$ cat src/rtl/spi_target_if.sv
// spi_target_if: SPI pad signals plus the byte-level TX/RX handshake of spi_target.
interface spi_target_if;
  logic       spi_sck;
  logic       spi_cs_n;
  logic       spi_mosi;
  logic       spi_miso;
  logic       spi_miso_oe;
  logic [7:0] tx_data;
  logic       tx_valid;
  logic       tx_ready;
  logic [7:0] rx_data;
  logic       rx_valid;
  logic       tx_underrun;
  logic       busy;
  modport slave (
    input  spi_sck, spi_cs_n, spi_mosi, tx_data, tx_valid,
    output spi_miso, spi_miso_oe, tx_ready, rx_data, rx_valid, tx_underrun, busy
  );
  modport master (
    output spi_sck, spi_cs_n, spi_mosi, tx_data, tx_valid,
    input  spi_miso, spi_miso_oe, tx_ready, rx_data, rx_valid, tx_underrun, busy
  );
endinterface

$ cat src/rtl/spi_target.sv
// spi_target: SPI mode 0 byte target, oversampled in clk_80, with a one-entry TX holding register.
module spi_target #(
  parameter logic [7:0] IDLE_BYTE   = 8'hFF,
  parameter int         SYNC_STAGES = 2
) (
  input logic        clk_80,
  input logic        rst,
  spi_target_if.slave bus
);
  typedef enum logic {IDLE, ACTIVE} state_t;
  state_t state_q, state_d;
  logic [SYNC_STAGES-1:0] sck_sync_q, sck_sync_d, cs_sync_q, cs_sync_d, mosi_sync_q, mosi_sync_d;
  logic [SYNC_STAGES-1:0] fill_q, fill_d;
  logic       sck_dly_q, cs_dly_q, armed_q, armed_d;
  logic       sck_s, cs_s, mosi_s, sck_rise, sck_fall, cs_rise, cs_fall;
  logic       busy, sck_ok, load, shift_ev, wr;
  logic [7:0] hold_q, hold_d, tx_shift_q, tx_shift_d, rx_shift_q, rx_shift_d, rx_data_q, rx_data_d;
  logic [2:0] bit_cnt_q, bit_cnt_d;
  logic       full_q, full_d, tx_ready_q, rx_valid_q, rx_valid_d;
  logic       underrun_q, underrun_d, miso_q, miso_d, miso_oe_q, miso_oe_d;
  assign sck_s    = sck_sync_q[SYNC_STAGES-1];
  assign cs_s     = cs_sync_q[SYNC_STAGES-1];
  assign mosi_s   = mosi_sync_q[SYNC_STAGES-1];
  assign sck_rise = sck_s & ~sck_dly_q;
  assign sck_fall = ~sck_s & sck_dly_q;
  assign cs_rise  = cs_s & ~cs_dly_q;
  assign cs_fall  = armed_q & ~cs_s & cs_dly_q;
  // A start needs a genuinely observed high cs_n first, so a pin held low through reset is not a start.
  always_comb begin
    sck_sync_d  = {sck_sync_q[SYNC_STAGES-2:0], bus.spi_sck};
    cs_sync_d   = {cs_sync_q[SYNC_STAGES-2:0], bus.spi_cs_n};
    mosi_sync_d = {mosi_sync_q[SYNC_STAGES-2:0], bus.spi_mosi};
    fill_d      = {fill_q[SYNC_STAGES-2:0], 1'b1};
    armed_d     = armed_q | (fill_q[SYNC_STAGES-1] & cs_s);
  end
  always_comb begin
    state_d = (state_q == IDLE) ? (cs_fall ? ACTIVE : IDLE) : (cs_rise ? IDLE : ACTIVE);
  end
  always_comb begin
    busy     = state_q == ACTIVE;
    sck_ok   = busy & ~cs_rise;
    load     = (~busy & cs_fall) | (sck_ok & sck_fall & bit_cnt_q == 3'd0);
    shift_ev = sck_ok & sck_fall & bit_cnt_q != 3'd0;
  end
  always_comb begin
    wr         = bus.tx_valid & tx_ready_q;
    hold_d     = wr ? bus.tx_data : hold_q;
    full_d     = wr | (full_q & ~load);
    tx_shift_d = load ? (full_q ? hold_q : IDLE_BYTE) : shift_ev ? {tx_shift_q[6:0], 1'b0} : tx_shift_q;
    underrun_d = load & ~full_q;
    miso_d     = (state_d == IDLE) ? 1'b1 : (load | shift_ev) ? tx_shift_d[7] : miso_q;
    miso_oe_d  = state_d == ACTIVE;
    bit_cnt_d  = (cs_fall | cs_rise) ? 3'd0 : (sck_ok & sck_rise) ? bit_cnt_q + 3'd1 : bit_cnt_q;
    rx_shift_d = (sck_ok & sck_rise) ? {rx_shift_q[6:0], mosi_s} : rx_shift_q;
    rx_valid_d = sck_ok & sck_rise & bit_cnt_q == 3'd7;
    rx_data_d  = rx_valid_d ? rx_shift_d : rx_data_q;
  end
  always_ff @(posedge clk_80 or posedge rst) begin
    if (rst) begin
      sck_sync_q  <= '0;
      cs_sync_q   <= '1;
      mosi_sync_q <= '0;
      fill_q      <= '0;
      sck_dly_q   <= 1'b0;
      cs_dly_q    <= 1'b1;
      armed_q     <= 1'b0;
      state_q     <= IDLE;
      hold_q      <= 8'h00;
      full_q      <= 1'b0;
      tx_ready_q  <= 1'b1;
      tx_shift_q  <= 8'h00;
      underrun_q  <= 1'b0;
      miso_q      <= 1'b1;
      miso_oe_q   <= 1'b0;
      bit_cnt_q   <= 3'd0;
      rx_shift_q  <= 8'h00;
      rx_valid_q  <= 1'b0;
      rx_data_q   <= 8'h00;
    end else begin
      sck_sync_q  <= sck_sync_d;
      cs_sync_q   <= cs_sync_d;
      mosi_sync_q <= mosi_sync_d;
      fill_q      <= fill_d;
      sck_dly_q   <= sck_s;
      cs_dly_q    <= cs_s;
      armed_q     <= armed_d;
      state_q     <= state_d;
      hold_q      <= hold_d;
      full_q      <= full_d;
      tx_ready_q  <= ~full_d;
      tx_shift_q  <= tx_shift_d;
      underrun_q  <= underrun_d;
      miso_q      <= miso_d;
      miso_oe_q   <= miso_oe_d;
      bit_cnt_q   <= bit_cnt_d;
      rx_shift_q  <= rx_shift_d;
      rx_valid_q  <= rx_valid_d;
      rx_data_q   <= rx_data_d;
    end
  end
  assign bus.spi_miso    = miso_q;
  assign bus.spi_miso_oe = miso_oe_q;
  assign bus.tx_ready    = tx_ready_q;
  assign bus.rx_data     = rx_data_q;
  assign bus.rx_valid    = rx_valid_q;
  assign bus.tx_underrun = underrun_q;
  assign bus.busy        = busy;
endmodule
$ cat src/flat_wrapper.sv
// flat-port wrapper written by rule: the top's interface ports become plain ports
module spi_target_flat 
#(
  parameter logic [7:0] IDLE_BYTE   = 8'hFF,
  parameter int         SYNC_STAGES = 2
)
  (clk_80, rst, bus_spi_sck, bus_spi_cs_n, bus_spi_mosi, bus_tx_data, bus_tx_valid, bus_spi_miso, bus_spi_miso_oe, bus_tx_ready, bus_rx_data, bus_rx_valid, bus_tx_underrun, bus_busy);
  spi_target_if bus_i ();
  input logic clk_80;
  input logic rst;
  input wire logic [$bits(bus_i.spi_sck)-1:0] bus_spi_sck;
  input wire logic [$bits(bus_i.spi_cs_n)-1:0] bus_spi_cs_n;
  input wire logic [$bits(bus_i.spi_mosi)-1:0] bus_spi_mosi;
  input wire logic [$bits(bus_i.tx_data)-1:0] bus_tx_data;
  input wire logic [$bits(bus_i.tx_valid)-1:0] bus_tx_valid;
  output wire logic [$bits(bus_i.spi_miso)-1:0] bus_spi_miso;
  output wire logic [$bits(bus_i.spi_miso_oe)-1:0] bus_spi_miso_oe;
  output wire logic [$bits(bus_i.tx_ready)-1:0] bus_tx_ready;
  output wire logic [$bits(bus_i.rx_data)-1:0] bus_rx_data;
  output wire logic [$bits(bus_i.rx_valid)-1:0] bus_rx_valid;
  output wire logic [$bits(bus_i.tx_underrun)-1:0] bus_tx_underrun;
  output wire logic [$bits(bus_i.busy)-1:0] bus_busy;
  assign bus_i.spi_sck = bus_spi_sck;
  assign bus_i.spi_cs_n = bus_spi_cs_n;
  assign bus_i.spi_mosi = bus_spi_mosi;
  assign bus_i.tx_data = bus_tx_data;
  assign bus_i.tx_valid = bus_tx_valid;
  assign bus_spi_miso = bus_i.spi_miso;
  assign bus_spi_miso_oe = bus_i.spi_miso_oe;
  assign bus_tx_ready = bus_i.tx_ready;
  assign bus_rx_data = bus_i.rx_data;
  assign bus_rx_valid = bus_i.rx_valid;
  assign bus_tx_underrun = bus_i.tx_underrun;
  assign bus_busy = bus_i.busy;
  spi_target #(.IDLE_BYTE(IDLE_BYTE), .SYNC_STAGES(SYNC_STAGES)) u_core (.clk_80(clk_80), .rst(rst), .bus(bus_i));
endmodule
$ cat config.mk
export PLATFORM = sky130hd
export DESIGN_NAME = spi_target_flat
export DESIGN_NICKNAME = d
export VERILOG_FILES = /design/src/rtl/spi_target_if.sv /design/src/rtl/spi_target.sv /design/src/flat_wrapper.sv
export SDC_FILE = /design/constraint.sdc
export NUM_CORES = 1
export LEC_CHECK = 0
export ABC_AREA = 1
export CAP_MARGIN = 5
export CORE_MARGIN = 1.5
export CORE_UTILIZATION = 40
export CTS_BUF_LIST = sky130_fd_sc_hd__clkbuf_16
export CTS_CLUSTER_SIZE = 16
export DETAILED_ROUTE_END_ITERATION = 10
export GPL_TIMING_DRIVEN = 0
export HOLD_SLACK_MARGIN = 0.05
export PLACE_DENSITY = 0.61
export SKIP_LAST_GASP = 1
export SYNTH_ARGS = -nofsm -noshare
export SYNTH_HDL_FRONTEND = slang
export SYNTH_SLANG_ARGS = --single-unit
$ cat constraint.sdc
create_clock -name clk_80 -period 2.2 [get_ports clk_80]
set_input_delay 0.44 -clock clk_80 [delete_from_list [all_inputs] [get_ports clk_80]]
set_output_delay 0.44 -clock clk_80 [all_outputs]
set_load 0.005 [all_outputs]
==> results.md, run 1 <==
* Die area at 5510 sq um
* DRC at 0
* Drt total wl at 3160 microns
* Post-CTS Setup Bufs at 0
* Initial DRC count at 42
* Status: complete, no violations
* H-tree Lvls at 2
* Reg area at 1280 sq um
* Leak pwr at 1.22 nW
* Slowest stage delay, CP at 0.49 ns
* Largest net degree at the start of global routing at 34
* Pint at 1.90 mW
* RD Place Congestion at 0.775
* Crit path kind: flip-flop to output pin
* Hold Path Class: flip-flop to flip-flop
* Hold Path Sink: u_core.fill_q[1]
* Fin. max-slew vios at 0
* Post-Syn Area at 2030 sq um
* Final worst path period share at 0.803
* IO Port Bufs at 27
* Post-DP HPWL at 2250 microns
* Fin crit period at 1.77 ns
* Critical Path RT at 1.76 ns
* Core area at 4820 sq um
* TritonCTS buffer count at 5
* CTS resizes at 0
* Worst flop-to-flop path startpoint: u_core.cs_dly_q
* Syn Nets at 218
* Final nets at 253
* # fillers at 484
* Switch share at 0.267
* Commonest non-fill, non-tap cell in the layout: nand2_1
* Io pins at 28
* Slowest cell on the critical path: clkdlybuf4s50_1
* Area of the multi-input gates at 606 sq um
* R2R cell count at 8
* Total track usage at 0.138
* Drt first pass iters at 4
* Dpl cells at 296
* Crit path cell chain: buf_4, clkdlybuf4s50_1
* Die Wd at 74.2 microns
* Num rows at 25
* Initial Utilization at 0.421
* Seq cells post-synth at 51
* Clock transition at path regs at 0.06 ns
* Hold depth at 0
* Area Overhead vs Synth at 26.7%
* Max Cap Violations at 0
* Power Total at 2.59 mW
* Hold buffers post-CTS at 0
* Critical Path End Type: output pin
* Gate Count Post-Synth at 201
* Register area share after synthesis at 0.632
* Layout Skew at 0.00528 ns
* CTS tree: yes
* Antenna Violating Nets Remaining at 0
* DR top layer: met4
* Gate power share at 0.174
* Distinct cells, synth at 23
* Maximum clock frequency at 0.566 GHz
* Via count at 1349
* CTS Buffer Depth at 2
* Clock share of power at 0.329
* GRT overflow at 0
* Critical Path Fanout Max at 4
* WL met1 at 1470 microns
* VDD IR max at 0.684 mV
* Setup violators final at 0
* Die height at 74.2 microns
* YS warnings at 0
* RSZ-0062 raised after global routing: false
* Share of layout cells above drive strength 1 at 0.143
* Routed len/inst at 10.4 microns
* Net Switching at 0.689 mW
* Clk sinks at 51
* Final Hold Vio Count at 0
* Via-per-instance ratio at 4.44
* Sequential Power Share at 0.496
* Most frequent cells in the layout: 64 x nand2_1, 46 x dfrtp_1, 27 x clkdlybuf4s50_1
* Fin util at 0.533
* First-pass GRT wire length at 5730 microns
* FF-to-FF End: u_core.bus.rx_data[0]
* Syn avg cell area at 10.1 sq um
* Clock Tree Root: clkbuf_16
* Pwr dens at 1010 nW/um^2
* Hold path start: u_core.fill_q[0]
* Type of origin of the critical path: flip-flop
* Clk_lat worst skew at 0.28 ns
* Critical path data arrival time at 1.33 ns
* Number of global-route vias before repair at 1295
* Initial antenna violation count at 0
* CP bufs+invs at 2
* Met2 WL at 1500 microns
* Final Instance Count excl. Fillers at 304
* WHS at 0.349 ns
* Met3 wire len at 139 microns
* Cell family with most CP delay: buffers and inverters
* Antenna diodes at 0
* Reg-to-reg slack, setup at 0.75 ns
synth_stat cells:
library cell  number  area share
nand2_1           64        0.12
dfrtp_1           46        0.57
inv_1             21       0.039
nor2_1            10       0.019
o21ai_0           10       0.025
nand3_1            7       0.017
o211ai_1           7       0.026
o21ai_2            7       0.030
dfstp_2            5       0.065
nand2_2            5       0.015
ha_1               3       0.019
buf_6              2       0.011
inv_2              2      0.0037
nand4_1            2      0.0062
o21ai_1            2      0.0049
a21o_1             1      0.0037
a21oi_2            1      0.0043
and2_1             1      0.0031
buf_12             1      0.0099
buf_4              1      0.0037
clkinv_1           1      0.0018
conb_1             1      0.0018
nor2_4             1      0.0056
logic make-up after synthesis:
group | after synthesis | synth area share
fa+ha+maj | 3 | 0.0185
compound gates | 28 | 0.0938
simple gates | 90 | 0.184
flops | 51 | 0.632
other cells | 1 | 0.00185
buf+inv | 28 | 0.0691
worst register-to-register path, cell delays in order (launching register included):
cell	delay, ns
dfstp_2	0.52
inv_1	0.05
a21oi_2	0.18
inv_2	0.07
nor2_4	0.11
nand2_2	0.12
buf_6	0.18
nand2_1	0.06
nand2_1	0.04
through the flow:
step | TNS, ns | area (sq um) | worst slack, ns
after floorplan | 0 | 2030 | 0.539
after global placement | -19.13 | 2380 | -0.418
after detailed placement | 0 | 2400 | 0.540
after CTS | 0 | 2570 | 0.413
after global routing | 0 | 2570 | 0.391
final | 0 | 2570 | 0.433
layer usage:
layer	track usage	vias to the layer above
li1	-	704
met1	0.173	609
met2	0.226	32
met3	0.0407	4
met4	0.0556	0
met5	0	-
worst max path at each step:
| stage | end | slack (ns) | cells after the start | from |
|---|---|---|---|---|
| after floorplan | u_core.armed_q | 0.54 | 1 | rst |
| after detailed placement | u_core.hold_q[7] | 0.54 | 5 | bus_tx_valid |
| final | bus_spi_miso_oe | 0.43 | 2 | u_core.bus.spi_miso_oe |
| after global routing | bus_spi_miso_oe | 0.39 | 2 | u_core.bus.spi_miso_oe |
| after global placement | u_core.fill_q[0] | -0.42 | 2 | rst |
| after CTS | bus_spi_miso_oe | 0.41 | 2 | u_core.bus.spi_miso_oe |
registers in the layout, summed over array words and instances (netlist names), 2 cells and up:
name,count
u_core.cs_sync_q,2
u_core.rx_shift_q,7
u_core.tx_shift_q,8
u_core.fill_q,2
u_core.mosi_sync_q,2
u_core.bus.rx_data,8
u_core.hold_q,8
u_core.sck_sync_q,2
u_core.bit_cnt_q,3
power groups by stage:
stage / logic, mW / registers, mW / clock network (mW)
finish: 0.451 / 1.28 / 0.852
global route: 0.523 / 1.32 / 0.908
CTS: 0.461 / 1.29 / 0.878
detailed placement: 0.460 / 1.30 / 0
global placement: 0.445 / 1.30 / 0
floorplan: 0.326 / 1.27 / 0
layout make-up:
class,count,share of cell area
Clock buffer,5,0.0487
Inverter,24,0.0351
Tap cell,67,0.0326
Multi-Input combinational cell,122,0.236
Clock inverter,3,0.0161
Timing Repair Buffer,28,0.113
Sequential cell,51,0.499
Buffer,4,0.0195
Note: power is estimated with default switching activity, not from simulation.
==> run 2, diff against run 1 <==
--- a/config.mk
+++ b/config.mk
@@ -14,7 +14,7 @@
 export DETAILED_ROUTE_END_ITERATION = 10
 export GPL_TIMING_DRIVEN = 0
 export HOLD_SLACK_MARGIN = 0.05
-export PLACE_DENSITY = 0.61
+export PLACE_DENSITY = 0.64
 export SKIP_LAST_GASP = 1
 export SYNTH_ARGS = -nofsm -noshare
 export SYNTH_HDL_FRONTEND = slang
==> constraint.sdc (replaced) <==
create_clock -name clk_80 -period 1.6 [get_ports clk_80]
set_input_delay 0.32 -clock clk_80 [delete_from_list [all_inputs] [get_ports clk_80]]
set_output_delay 0.32 -clock clk_80 [all_outputs]
set_load 0.005 [all_outputs]
==> run 2 against run 1 <==
Total power rose by 37%. Critical path depth fell by 1. Via count up 0.30%. First-iteration DRC count grew 26%. Clock power is 36% higher. Flip-flop and latch count did not move. Cell count grew 0.33%. Die area stayed put. Count of clock-buffer cells in the layout stayed put. Routed wire length down 1.9%. Non-clock buffer count up 1.
==> results.md, run 2 (synthesis gave the netlist of run 1 again) <==
* Area Overhead vs Synth at 26.9% (was 26.7%)
* Num rows at 25 (unchanged)
* Number of global-route vias before repair at 1367 (was 1295)
* CP Depth at 1 (was 2)
* Final Hold Vio Count at 0 (unchanged)
* Hold Path Class: flip-flop to flip-flop (unchanged)
* Slew margin rel. at 0.637
* FF-to-FF End: u_core.bus.rx_data[2] (was u_core.bus.rx_data[0])
* Power Total at 3.55 mW (was 2.59 mW)
* Drt total wl at 3100 microns (was 3160 microns)
* TritonCTS buffer count at 5 (unchanged)
* Critical path data arrival time at 1.21 ns (was 1.33 ns)
* Reg-to-reg slack, setup at 0.14 ns (was 0.75 ns)
* Critical Path End Type: output pin (unchanged)
* Via-per-instance ratio at 4.44 (about the same)
* Commonest non-fill, non-tap cell in the layout: nand2_1 (unchanged)
* Routed len/inst at 10.2 microns (was 10.4 microns)
* CTS tree: yes (unchanged)
* Hold buffers post-CTS at 0 (unchanged)
* Final worst path period share at 0.957
* Via count at 1353 (was 1349)
* Maximum clock frequency at 0.653 GHz
* Initial antenna violation count at 0 (unchanged)
* Post-DP HPWL at 2170 microns (was 2250 microns)
* Crit path cell chain: clkdlybuf4s50_1 (was buf_4, clkdlybuf4s50_1)
* Slowest cell on the critical path: clkdlybuf4s50_1 (unchanged)
* Share of layout cells above drive strength 1 at 0.147 (was 0.143)
* Core area at 4820 sq um (unchanged)
* VDD IR max at 0.711 mV (was 0.684 mV)
* Hold path start: u_core.sck_sync_q[0] (was u_core.fill_q[0])
* Slew @ Worst Pin at 0.544 ns
* GRT busiest layer: met2 (unchanged)
* Layout Skew at 0.00239 ns (was 0.00528 ns)
* Hold depth at 0 (unchanged)
* M1 GR Usage at 0.173 (about the same)
* Clk_lat worst skew at 0.29 ns (was 0.28 ns)
* R2R cell count at 8 (unchanged)
* Initial DRC count at 53 (was 42)
* H-tree Lvls at 2 (unchanged)
* Die height at 74.2 microns (unchanged)
* CP bufs+invs at 1 (was 2)
* CTS Buffer Depth at 2 (unchanged)
* Clock transition at path regs at 0.06 ns (about the same)
* Antenna diodes at 0 (unchanged)
* Clock Tree Root: clkbuf_16 (unchanged)
* RD Place Congestion at 0.774 (was 0.775)
* Fin. max-slew vios at 0 (unchanged)
* Io pins at 28 (unchanged)
* Largest net degree at the start of global routing at 27 (was 34)
* Worst flop-to-flop path startpoint: u_core.cs_dly_q (unchanged)
* Hold Path Sink: u_core.sck_sync_q[1] (was u_core.fill_q[1])
* Final nets at 254 (was 253)
* Crit path kind: flip-flop to output pin (unchanged)
* Critical Path Fanout Max at 3 (was 4)
* Type of origin of the critical path: flip-flop (unchanged)
* WHS at 0.350 ns (was 0.349 ns)
* RSZ-0062 raised after global routing: false (unchanged)
* IO Port Bufs at 27 (unchanged)
* Setup_tns at 0 ns (unchanged)
* Setup violators final at 0 (unchanged)
* DRC at 0 (unchanged)
* GRT overflow at 0 (unchanged)
* Drt first pass iters at 4 (unchanged)
* Leak pwr at 1.23 nW (was 1.22 nW)
* Dpl cells at 296 (unchanged)
* Final Instance Count excl. Fillers at 305 (was 304)
* Most frequent cells in the layout: 64 x nand2_1, 46 x dfrtp_1, 24 x clkdlybuf4s50_1 (was 64 x nand2_1, 46 x dfrtp_1, 27 x clkdlybuf4s50_1)
* Pwr dens at 1380 nW/um^2 (was 1010 nW/um^2)
* Clk sinks at 51 (unchanged)
* Final Instance Area at 2570 sq um (about the same)
* Total track usage at 0.139 (was 0.138)
* Die Wd at 74.2 microns (unchanged)
* Initial Utilization at 0.421 (unchanged)
* Slowest stage delay, CP at 0.52 ns (was 0.49 ns)
* First-pass GRT wire length at 5800 microns (was 5730 microns)
* Critical Path RT at 1.28 ns (was 1.76 ns)
* Max Cap Violations at 0 (unchanged)
* Fin crit period at 1.53 ns
* Met2 usage at 0.226 (unchanged)
* Placed inst area at 2400 sq um (unchanged)
* Die area at 5510 sq um (unchanged)
* Status: complete, no violations (unchanged)
* Met3 global-route usage at 0.0407 (unchanged)
* Antenna Violating Nets Remaining at 0 (unchanged)
* Cell family with most CP delay: buffers and inverters (unchanged)
[run 2: changes by cell type in the layout (fill, tap and decap cells not counted), sizes merged]
cell,before,now
buf,5,6
clkdlybuf4s50,27,24
clkinv,1,3
clkinvlp,1,0
dlygate4sd2,0,2
dlymetal6s2s,0,1
inv,24,23
[run 2: cell type report]
cell class	instances	area [sq um]
fillers	462	2240
flip-flops and latches	51	1280
multi-input cells	122	606
repair buffers	29	298
clock buffers	5	125
inverters	24	90.1
well taps	67	83.8
plain buffers	4	50.0
clock inverters	3	38.8
[run 2: timing repair]
action                                  CTS  global route
endpoints found under the setup margin    3             1
setup buffers                             1             0
gates resized for setup                   2             1
[run 2: metal layers]
metal	part of all wire	vias up
met3	0.046	7
met5	0	-
li1	-	701
met4	0.019	0
met1	0.50	615
met2	0.44	30
[run 2: worst max path at each step]
stage | startpoint | end | slack (ns)
global placement | rst | u_core.armed_q | -0.88
finish | u_core.bus.spi_miso_oe | bus_busy | 0.07
CTS | u_core.bus.spi_miso_oe | bus_spi_miso_oe | -0.03
global route | u_core.bus.spi_miso_oe | bus_busy | 0.02
detailed placement | bus_tx_valid | u_core.hold_q[6] | 0.04
floorplan | rst | u_core.armed_q | 0.06
[run 2: per-stage QoR]
step,setup slack (ns),util
after floorplan,0.0588,-
after global placement,-0.877,0.495
after detailed placement,0.0411,0.499
after CTS,-0.0326,0.534
after global routing,0.0223,0.534
final,0.0687,0.534
[run 2: where the power goes]
part | switching, mW | total, mW | leakage (nW) | internal [mW]
clock | 0.435 | 1.16 | 0.0812 | 0.729
combinational | 0.351 | 0.613 | 0.513 | 0.262
sequential | 0.163 | 1.77 | 0.635 | 1.61
